--- src/rtl/tdoa_capture.sv ---
// Four-microphone onset timestamp capture with TDOA computation relative to mic 0.
// Taus are (t_i - t_0) * TICK_SCALE in units of 2^-25 s, registered on entry to DONE.
module tdoa_capture #(
    parameter int         WINDOW     = 1024,
    parameter logic [9:0] TICK_SCALE = 10'd34
) (
    input  logic               clk,
    input  logic               rst,
    input  logic               arm,
    input  logic [3:0]         mic_hit,
    output logic signed [34:0] tau1,
    output logic signed [34:0] tau2,
    output logic signed [34:0] tau3,
    output logic               valid,
    output logic               busy,
    output logic               timeout
);

    typedef enum logic [2:0] {IDLE, WAIT_FIRST, CAPTURE, CALC, DONE} state_t;

    localparam logic [23:0] WIN = 24'(WINDOW);

    state_t             state_q, state_d;
    logic [23:0]        cnt_q, cnt_d;
    logic [23:0]        ts_q [4];
    logic [23:0]        ts_d [4];
    logic [3:0]         cap_q, cap_d;
    logic signed [34:0] tau_q [3];
    logic signed [34:0] tau_d [3];

    // 25-bit signed difference times the unsigned scale always fits in 35 bits.
    function automatic logic signed [34:0] scaled_delta(input logic [23:0] t, input logic [23:0] t0);
        logic signed [24:0] d;
        d = $signed({1'b0, t}) - $signed({1'b0, t0});
        return 35'(d) * $signed({25'b0, TICK_SCALE});
    endfunction

    always_comb begin
        // NOTE: every signal gets a default up front so no path through the case infers a latch.
        state_d = state_q;
        cnt_d   = cnt_q;
        ts_d    = ts_q;
        cap_d   = cap_q;
        tau_d   = tau_q;
        case (state_q)
            IDLE: begin
                if (arm) begin
                    state_d = WAIT_FIRST;
                    cap_d   = '0;
                    cnt_d   = '0;
                end
            end
            WAIT_FIRST: begin
                if (|mic_hit) begin
                    for (int i = 0; i < 4; i++) begin
                        if (mic_hit[i]) ts_d[i] = '0;
                    end
                    cap_d   = mic_hit;
                    cnt_d   = 24'd1;
                    state_d = (&mic_hit) ? CALC : CAPTURE;
                end
            end
            CAPTURE: begin
                if (cnt_q == WIN) begin
                    state_d = IDLE;
                end else begin
                    for (int i = 0; i < 4; i++) begin
                        if (mic_hit[i] && !cap_q[i]) ts_d[i] = cnt_q;
                    end
                    cap_d = cap_q | mic_hit;
                    cnt_d = cnt_q + 24'd1;
                    if (&cap_d) state_d = CALC;
                end
            end
            CALC: begin
                for (int i = 0; i < 3; i++) tau_d[i] = scaled_delta(ts_q[i+1], ts_q[0]);
                state_d = DONE;
            end
            DONE:    state_d = IDLE;
            default: state_d = IDLE;
        endcase
    end

    // NOTE: sequential state uses non-blocking assignments only, so every register samples pre-edge values.
    always_ff @(posedge clk or posedge rst) begin
        if (rst) begin
            state_q <= IDLE;
            cnt_q   <= '0;
            cap_q   <= '0;
            // NOTE: the timestamp and tau arrays are small register files that must read 0 after reset, so each entry is cleared.
            for (int i = 0; i < 4; i++) ts_q[i] <= '0;
            for (int i = 0; i < 3; i++) tau_q[i] <= '0;
        end else begin
            state_q <= state_d;
            cnt_q   <= cnt_d;
            cap_q   <= cap_d;
            ts_q    <= ts_d;
            tau_q   <= tau_d;
        end
    end

    assign tau1    = tau_q[0];
    assign tau2    = tau_q[1];
    assign tau3    = tau_q[2];
    assign valid   = (state_q == DONE);
    assign busy    = (state_q != IDLE);
    assign timeout = (state_q == CAPTURE) && (cnt_q == WIN) && !(&cap_q);

endmodule

--- config.mk ---
export PLATFORM = sky130hd
export DESIGN_NAME = tdoa_capture
export DESIGN_NICKNAME = d
export VERILOG_FILES = /design/src/rtl/tdoa_capture.sv
export SDC_FILE = /design/constraint.sdc
export NUM_CORES = 1
export LEC_CHECK = 0
export ABC_AREA = 1
export CAP_MARGIN = 20
export CORE_ASPECT_RATIO = 1.2
export CORE_MARGIN = 10
export CORE_UTILIZATION = 35
export CTS_BUF_LIST = sky130_fd_sc_hd__clkbuf_2
export DETAILED_ROUTE_END_ITERATION = 10
export GPL_ROUTABILITY_DRIVEN = 0
export SLEW_MARGIN = 20
export SYNTH_ARGS = -nofsm -noshare
export SYNTH_HDL_FRONTEND = slang
export SYNTH_SLANG_ARGS = --single-unit
--- constraint.sdc ---
create_clock -name clk -period 9.1 [get_ports clk]
set_input_delay 2.73 -clock clk [delete_from_list [all_inputs] [get_ports clk]]
set_output_delay 2.73 -clock clk [all_outputs]
set_load 0.1 [all_outputs]
-- Word-level counts from Yosys, hierarchy flattened
Index checks and enable logic that the tools add are counted.
- register bits after elaboration: 229
- input bits: 7
- output and inout port bits: 108
- word-level logic and storage cells: 85
- add/sub/neg operators: 4
- $mul: 3
- equal/unequal tests: 17
- multiplexer cells: 25
- bitwise logic cells: 1
- reduce and logical (&&, ||, !) cells: 25
- operators by type and width (operator ; number):
    24-bit two-way mux ; 11
    96-bit two-way mux ; 2
    96-bit one-hot mux with 2 select lines ; 1
    25-bit by 6-bit multiplier with 31-bit output, second input constant ; 3
    24-bit by 24-bit subtractor with 25-bit output ; 3
    24-bit one-hot mux with 3 select lines ; 1
    24-bit by 1-bit adder with 24-bit output, second input constant ; 1
    24-bit by 11-bit equality test with 1-bit output, second input constant ; 1
    2-bit != test, second input constant ; 11
    5-bit AND reduction ; 4
    4-bit AND reduction ; 4
    3-bit two-way mux ; 4
    4-bit two-way mux ; 3
    3-bit one-hot mux with 4 select lines ; 1
    4-bit one-hot mux with 3 select lines ; 1
    3-bit by 2-bit equality test with 1-bit output, second input constant ; 2
    1-bit logical AND ; 6
    3-bit nonzero test ; 2
    1-bit zero test ; 5
    4-bit bitwise OR ; 1
    4-bit OR reduction ; 1
    3-bit by 1-bit equality test with 1-bit output, second input constant ; 1
    3-bit equality test, second input constant ; 1
    3-bit zero test ; 1
    other kinds (4) ; 4

-- Logic depth before layout (Yosys ltp)
Gate-level depths: netlist of run 1.
- word-level depth: 5
- gate-level depth with buffers: 29
- depth with buffers taken out: 29

-- Worst setup path before layout of run 1
No wires, ideal clock.
- path kind: register to output
- start point: register cnt_q[0]
- end point: output port timeout
- data arrival time: 2.741 ns
- required time: 6.370 ns
- setup slack: 3.629 ns
- stages on the path, launching flop included: 9
- path buffers: 0
- path through: dfrtp_1 > inv_1 > ha_1 > nand4_1 > nor2_1 > nand3_1 > nor2_2 > inv_2 > a41oi_1
- longest elaborated chain between the ends: 3
- RTL lines (element ; line ; text):
    start, declared ; 24 ; logic [23:0] cnt_q, cnt_d;
    start signal, assigned ; 95 ; cnt_q <= cnt_d;
    24-bit by 11-bit equality test with 1-bit output ; 107 ; assign timeout = (state_q == CAPTURE) && (cnt_q == WIN) && !(&cap_q);
    1-bit logical AND (2 in a row) ; 107 ;
    end, declared ; 16 ; output logic timeout
No other way between the ends.

-- Worst setup path after layout of run 1
- start point: register state_q[0]
- end point: output port timeout
- longest elaborated chain between the ends: 3
- RTL lines (element ; line ; text):
    start, declared ; 23 ; state_t state_q, state_d;
    start signal, assigned ; 94 ; state_q <= state_d;
    3-bit by 2-bit equality test with 1-bit output ; 107 ;
    1-bit logical AND (2 in a row) ; 107 ;
No other way between the ends.

==> run metrics, run 1 <==
Critical Path Start=state_q[0]; # nets final=3540; Post-synth ARST share=100%; vias post-DR=19500; initial antenna violation count=1; pin count of the biggest net entering global routing=158; commonest non-fill, non-tap cell in the layout=nand2_1; Avg Synthesized Cell Area=6.58 sq um; gr ovfl total=0; Synth Warn #=0; Max Freq=148 MHz; crit path max fanout=43; initial core utilization=35.3%; Max Clock Skew=148 ps; share of cells above drive strength 1=3.62%; Reg-to-Reg End=tau2[17]; Sink Count=220; worst setup path category=flop to primary output; Reg2Reg Depth=19; die width=242 microns; DRT iter0 DRCs=1382; Worst path depth=6; CTS Hold Buffers Added=0; Final Slew Violations=0; Area Overhead vs Synth=11.1%; Die Y=286 microns; Crit. End Element=primary output; biggest area consumer among synthesized cells=dfrtp_1; First-pass DRT Iterations=5; Total Routed Length=59.6 mm; worst vdd ir=0.292 mV; CTS root buf=clkbuf_2; Lkg Pwr=13.0 nW; Post-CTS Setup Inserts=0; RR Startpoint=ts_q[72]; Slowest-stage cell, CP=clkdlybuf4s50_1; Final Hold Violating Endpoints=0; hold path depth=2; final setup margin=2360 ps; Place WS=3440 ps; Tot GR Track Use=17.0%; first-pass GRT wire length=96.8 mm; CP peak stage delay=1170 ps; PortBufs=111; post-synth top area share=26.7%; PD cells=334 nW/um^2; TritonCTS clock tree=yes; Seq/Total Area, Yosys=26.7%; Top delay family on crit path=buffers and inverters; Worst Path Buf+Inv=3; crit start category=flop; Worst-path clk slew=100 ps; Max-cap violations=0; Tcrit/Tclk final=74.1%; critical path arrival=4010 ps; Synth Register Bits=220; synthesized area=20600 sq um; Req. time, crit path=6370 ps; I/O pins=115; clk buf depth=3; htree depth=2; setup TNS=0 ps; crit path to=timeout; reg2reg setup slack=4530 ps; CTS buffer count=59; crit-path most repeated cell=inv_2; status=complete, no violations; post-CTS sizing=0; hpwl dp=48.4 mm; number of global-route vias before repair=18500; area of the core=58400 sq um; RSZ-0062 raised after global routing=no; Post-synth EDFFs=0; Slew HR=28.5%; die area=69100 sq um; largest cells by area after synthesis=dfrtp_1 27%, nand2_1 21%, ha_1 16%, inv_1 8.4%, nand3_1 4.4%; Via-to-Cell Ratio=4.78; critical path, cell by cell=inv_2 -> nand3_2 -> nor2_2 -> inv_2 -> a41oi_1 -> clkdlybuf4s50_1; Skew-Pair Late Insertion Delay=1060 ps; # rows=97; Min-Delay Path Class=flop to flop; clock period minus worst slack=6740 ps; Netlist cell types=40; most frequent cells in the layout=1140 x nand2_1, 458 x inv_1, 271 x ha_1; setup violators final=0; worst slew pin tran=1070 ps; detailed-route DRC error count=0; drt wl/cell=14.6 microns; post-route ant nets=0; dominant synthesized flop cell=dfrtp_1; total power=7.65 mW; Syn Inst Count=3138
-- cells in the mapped netlist (all sizes together) (2+ instances only) --
master and n:
nor2 227, nand3b 5, nand2 1146, inv 470, dfrtp 220, a31oi 6
or2 4, xor2 49, and2 10, o21a 4, nor3 31, xnor2 41
o21ai 175, nor4 5, a21o 4, nand4 73, o211ai 2, a21oi 120
ha 271, nand3 183, buf 40, a211oi 2, fa 9, clkbuf 22
o21bai 14
-- area by class of cell --
type                            count  area, sq um
Antenna cell                        2         5.00
Clock buffer                       76          380
Clock inverter                     21          125
Fill cell                        6279        35500
Inverter                          470         1770
Multi-Input combinational cell   2388        13000
Sequential cell                   220         5510
Tap cell                          792          991
Timing Repair Buffer              114         1150
-- cells by family (layout without fill, tap and decap cells) --
| family | count (synthesis) | after routing | share of synthesized area, % |
|---|---|---|---|
| flops | 220 | 220 | 26.7 |
| other cells | 1 | 5 | 0.0182 |
| fa+ha+maj | 280 | 280 | 17.3 |
| xor+xnor | 90 | 90 | 3.82 |
| simple gates | 1684 | 1684 | 33.3 |
| compound gates | 331 | 331 | 8.47 |
| buf+inv | 532 | 681 | 10.4 |
-- sequential cells by signal (all words and copies together), names as in the netlist --
name     cells
state_q      3
tau1        31
tau3        31
cap_q        4
tau2        31
ts_q        96
cnt_q       24
-- report_power, final --
part | leakage, nW | switching, mW | internal (mW) | total (mW)
registers | 2.97 | 0.130 | 1.17 | 1.30
logic | 9.61 | 4.00 | 1.64 | 5.64
clock network | 0.384 | 0.449 | 0.261 | 0.710
-- per-layer routing --
layer | vias to the layer above | track usage (%) | routed length [microns]
met5 | - | 0 | 0
met4 | 0 | 5.48 | 1400
met3 | 84 | 2.19 | 2640
met2 | 399 | 28.0 | 27200
met1 | 8769 | 22.5 | 28300
li1 | 10200 | - | -
-- worst min-delay path by stage --
stage | from | slack, ps | end
3_5_place_dp | tau3[8] | 460 | tau3[8]
3_3_place_gp | tau2[8] | 450 | tau2[8]
4_1_cts | tau3[8] | 480 | tau3[8]
2_1_floorplan | ts_q[74] | 450 | ts_q[74]
6_report | tau3[8] | 470 | tau3[8]
5_1_grt | tau2[3] | 490 | tau2[3]
-- per-stage QoR --
stage	instance area, sq um	instances	utilization (%)	hold WS (ps)
finish	22900	4083	39.3	475
global route	22900	4083	39.3	489
CTS	22900	4081	39.2	483
detailed placement	22400	3984	38.4	459
global placement	22400	3984	38.4	453
floorplan	20600	3140	-	453
-- tightest hold or removal path: cells and delay by family, from the launching register on --
family	cells	cell delay, ps
and+or+nand+nor	2	90
DFF	1	350
No activity file was read; power rests on OpenSTA's default activity.
==> run 2: changes to the inputs <==
- clock period: 9.1 -> 6.6 ns (I/O delays scaled with it)
==> run metrics, run 2 (synthesis gave the netlist of run 1 again) <==
PD cells=460 nW/um^2 (+38%); Final Util=39.3% (about the same); setup TNS=0 ps (unchanged); htree depth=2 (unchanged); Worst Path Buf+Inv=3 (unchanged); drt wl/cell=14.6 microns (+0.25%); critical path, cell by cell=inv_1 -> ha_1 -> nand4_1 -> nor2_1 -> nand3_1 -> nor2_2 -> inv_2 -> a41oi_1 -> clkdlybuf4s50_1; worst vdd ir=0.579 mV (+98%); Post-CTS Setup Inserts=0 (unchanged); initial core utilization=35.3% (unchanged); I/O pins=115 (unchanged); Lkg Pwr=13.0 nW (+0.14%); worst slew pin tran=1060 ps (-9.77 ps); Req. time, crit path=4620 ps (-1750 ps); Tcrit/Tclk final=86.8%; most frequent cells in the layout=1140 x nand2_1, 458 x inv_1, 271 x ha_1; HP Start=tau2[5]; status=complete, no violations; Crit. End Element=primary output; Tot GR Track Use=17.1% (+0.11 points); pin count of the biggest net entering global routing=126 (-20%); # nets final=3543 (+0.085%); Largest Register=ts_q; Worst-path clk slew=90 ps (about the same); die area=69100 sq um (unchanged); commonest non-fill, non-tap cell in the layout=nand2_1; CTS root buf=clkbuf_2; critical path arrival=3750 ps (-260 ps); post-CTS sizing=0 (unchanged); initial antenna violation count=1 (unchanged); Via-to-Cell Ratio=4.80 (+0.51%); Die Y=286 microns (unchanged); number of global-route vias before repair=18400 (-0.0054%); # rows=97 (unchanged); TritonCTS clock tree=yes; Endpoint, Worst Hold=tau2[5]; CP peak stage delay=1180 ps (about the same); Total Routed Length=59.8 mm (+0.39%); Max-cap violations=0 (unchanged); CTS Hold Buffers Added=0 (unchanged); Slew HR=29.2% (+0.65 points); Max Freq=175 MHz; post-route ant nets=0 (unchanged); placed inst area=22400 sq um (+0.11%); worst setup path category=flop to primary output; die width=242 microns (unchanged); First-pass DRT Iterations=5 (unchanged); first-pass GRT wire length=97.5 mm (+0.73%); Final Slew Violations=0 (unchanged); detailed-route DRC error count=0 (unchanged); Final Hold Violating Endpoints=0 (unchanged); CTS buffer count=60 (+1.7%); hpwl dp=49.1 mm (+1.4%); reg2reg setup slack=2160 ps (-2370 ps); area of the core=58400 sq um (unchanged); crit start category=flop; crit path max fanout=8 (-81%); hold path depth=2 (unchanged); setup violators final=0 (unchanged); Slowest-stage cell, CP=clkdlybuf4s50_1; Min-Delay Path Class=flop to flop; gr ovfl total=0 (unchanged); DRT iter0 DRCs=1396 (+1.0%); Reg2Reg Depth=20 (+1); Reg-to-Reg End=tau3[17]; RSZ-0062 raised after global routing=no; Sink Count=220 (unchanged); RR Startpoint=ts_q[72]; PortBufs=111 (unchanged); clock period minus worst slack=5730 ps; clk buf depth=3 (unchanged); Area Overhead vs Synth=11.2% (about the same); Top delay family on crit path=buffers and inverters; vias post-DR=19600 (+0.66%); Max Clock Skew=195 ps (+46.6 ps); Largest register FFs=96 (unchanged); Skew-Pair Late Insertion Delay=1070 ps (about the same); share of cells above drive strength 1=3.79% (+0.17 points); final instance area=22900 sq um (about the same)
[run 2: report_power, final]
part | switching, mW | total (mW) | internal, mW
clock network | 0.611 | 0.963 | 0.352
logic | 5.54 | 7.82 | 2.28
registers | 0.172 | 1.78 | 1.61
[run 2: area by class of cell]
class / instances / area (sq um)
Fill cell: 6341 / 35400
Multi-Input combinational cell: 2388 / 13000
Sequential cell: 220 / 5510
Inverter: 470 / 1770
Timing Repair Buffer: 116 / 1170
Tap cell: 792 / 991
Clock buffer: 86 / 430
Clock inverter: 16 / 72.6
Antenna cell: 1 / 2.50
[run 2: metal layers]
| metal | vias up | share of wire, % | wire (microns) | track usage (%) |
|---|---|---|---|---|
| met5 | - | 0 | 0 | 0 |
| met4 | 0 | 2.3 | 1350 | 5.21 |
| met3 | 67 | 4.3 | 2550 | 2.06 |
| met2 | 399 | 46 | 27800 | 28.5 |
| met1 | 8912 | 47 | 28100 | 22.6 |
| li1 | 10300 | - | - | - |
[run 2: per-stage QoR]
stage | instances | power, mW | hold slack, ps | worst slack, ps
2_1_floorplan | 3140 | 7.56 | 453 | 1750
3_3_place_gp | 3986 | 9.59 | 453 | 1950
3_5_place_dp | 3986 | 9.53 | 459 | 1890
4_1_cts | 4088 | 10.7 | 483 | 749
5_1_grt | 4089 | 11.5 | 500 | 617
6_report | 4089 | 10.6 | 476 | 871
[run 2: worst max-delay path by stage]
stage,from,to,slack [ps],cells past startpoint
2_1_floorplan,rst,cap_q[0],1750,1
3_3_place_gp,cnt_q[0],timeout,1950,9
3_5_place_dp,cnt_q[0],timeout,1890,9
4_1_cts,cnt_q[0],timeout,750,9
5_1_grt,cnt_q[0],timeout,620,9
6_report,cnt_q[0],timeout,870,9
[run 2: tightest hold or removal path, cell delays in order, from the launching register on]
cell	delay, ps
dfrtp_1	350
nand2_1	50
nand2_1	50
==> run 3: changes to the inputs <==
- CELL_PAD_IN_SITES_DETAIL_PLACEMENT: not set -> 2
- CELL_PAD_IN_SITES_GLOBAL_PLACEMENT: not set -> 2
- PLACE_DENSITY_LB_ADDON: not set -> 0.1
==> run metrics, run 3 (synthesis gave the netlist of run 1 again) <==
Post-CTS Setup Inserts=0 (unchanged); Total Routed Length=80.6 mm (+35%); die width=242 microns (unchanged); I/O pins=115 (unchanged); gr ovfl total=0 (unchanged); DRT iter0 DRCs=833 (-40%); Crit. End Element=primary output; Min-Delay Path Class=flop to flop; die area=69100 sq um (unchanged); Area Overhead vs Synth=11.2% (about the same); vias post-DR=20800 (+6.0%); Largest register FFs=96 (unchanged); Worst Path Buf+Inv=3 (unchanged); initial core utilization=35.3% (unchanged); clk buf depth=3 (unchanged); Lkg Pwr=13.0 nW (about the same); Largest Register=ts_q; CP peak stage delay=1180 ps (about the same); initial antenna violation count=2 (+1); Slew HR=29.2% (+0.043 points); status=complete, no violations; register area=5510 sq um (unchanged); Via-to-Cell Ratio=5.09 (+6.0%); PortBufs=111 (unchanged); drt wl/cell=19.7 microns (+35%); htree depth=2 (unchanged); Final Util=39.3% (about the same); TritonCTS clock tree=yes; post-CTS sizing=0 (unchanged); share of cells above drive strength 1=3.73% (-0.060 points); CTS buffer count=60 (unchanged); Sink Count=220 (unchanged); commonest non-fill, non-tap cell in the layout=nand2_1; PD cells=483 nW/um^2 (+4.9%); hpwl dp=66.3 mm (+35%); worst setup path category=flop to primary output; clock period minus worst slack=6000 ps (+275 ps); Die Y=286 microns (unchanged); Max Clock Skew=143 ps (-52.0 ps); crit path max fanout=8 (unchanged); setup TNS=0 ps (unchanged); worst vdd ir=0.435 mV (-25%); Slowest-stage cell, CP=clkdlybuf4s50_1; Tot GR Track Use=23.1% (+6.0 points); Skew-Pair Late Insertion Delay=1180 ps (+110 ps); final instance area=22900 sq um (about the same); Tcrit/Tclk final=91.0% (+4.2 points); critical path arrival=4020 ps (+270 ps); setup violators final=0 (unchanged); number of global-route vias before repair=23200 (+26%); Req. time, crit path=4620 ps (about the same); # fillers=7244 (+14%); Final Hold Violating Endpoints=0 (unchanged); First-pass DRT Iterations=5 (unchanged); most frequent cells in the layout=1140 x nand2_1, 458 x inv_1, 271 x ha_1; Worst-path clk slew=110 ps (+20 ps); CTS root buf=clkbuf_2; Max-cap violations=0 (unchanged); total power=11.1 mW (+4.9%); placed inst area=22400 sq um (about the same); critical path, cell by cell=inv_1 -> ha_1 -> nand4_1 -> nor2_1 -> nand3_1 -> nor2_2 -> inv_2 -> a41oi_1 -> clkdlybuf4s50_1; CTS Hold Buffers Added=0 (unchanged); detailed-route DRC error count=0 (unchanged); worst slew pin tran=1060 ps (-0.648 ps); area of the core=58400 sq um (unchanged); post-route ant nets=0 (unchanged); Max Freq=167 MHz (-4.6%); first-pass GRT wire length=129 mm (+32%); # nets final=3545 (+0.056%); crit start category=flop; Top delay family on crit path=buffers and inverters; Min Hold Slack=480 ps (+3.81 ps); RSZ-0062 raised after global routing=no; # rows=97 (unchanged); Final Slew Violations=0 (unchanged); Multi-input gate area=13000 sq um (unchanged); pin count of the biggest net entering global routing=153 (+21%)
[run 3: worst paths after layout]
check | from | to | slack, ps | cells after the start
min | tau2[7] | tau2[7] | 480 | 2
min in group asynchronous | rst | tau2[30] | 1270 | 3
max | cnt_q[0] | timeout | 600 | 9
max reg2reg | ts_q[75] | tau3[30] | 1830 | 23
min reg2reg | tau2[7] | tau2[7] | 480 | 2
max in group asynchronous | rst | tau3[19] | 4360 | 3
[run 3: through the flow]
| stage | cells | setup WS, ps |
|---|---|---|
| global placement | 3988 | 1870 |
| CTS | 4087 | 456 |
| floorplan | 3140 | 1750 |
| global route | 4089 | 258 |
| detailed placement | 3988 | 1860 |
| finish | 4089 | 596 |
[run 3: layout make-up]
cell class,count,share of cell area (%)
Clock buffer,81,1.77
Timing Repair Buffer,118,5.13
Tap cell,792,4.32
Sequential cell,220,24.0
Multi-Input combinational cell,2388,56.6
Antenna cell,2,0.0218
Inverter,470,7.72
Clock inverter,18,0.425
[run 3: per-layer routing]
metal | part of all wire [%] | track usage (%) | vias up
met5 | 0 | 0 | -
met4 | 2.7 | 6.67 | 0
met3 | 2.5 | 2.64 | 102
met2 | 49 | 41.7 | 249
met1 | 45 | 28.4 | 10200
li1 | - | - | 10200
[run 3: worst reg2reg max path, stage by stage, from the launching register on]
cell and delay (ps):
dfrtp_1 400, inv_1 200, ha_1 360, nand2_1 90, nand2_1 100, inv_1 90, nand2_1 120, nand2_1 100
nand2_1 170, nand2_1 140, inv_1 50, nor2_1 480, ha_1 320, fa_1 440, ha_1 440, inv_1 100
nor3_1 240, nand2_1 120, nor2_1 100, nand2_1 70, nand3_1 170, nand2_1 90, nand3_1 120, nand2_1 60
[run 3: power breakdown]
group	switching (mW)	internal, mW
registers	0.187	1.61
clock network	0.672	0.349
logic	5.95	2.31
total	6.81	4.27
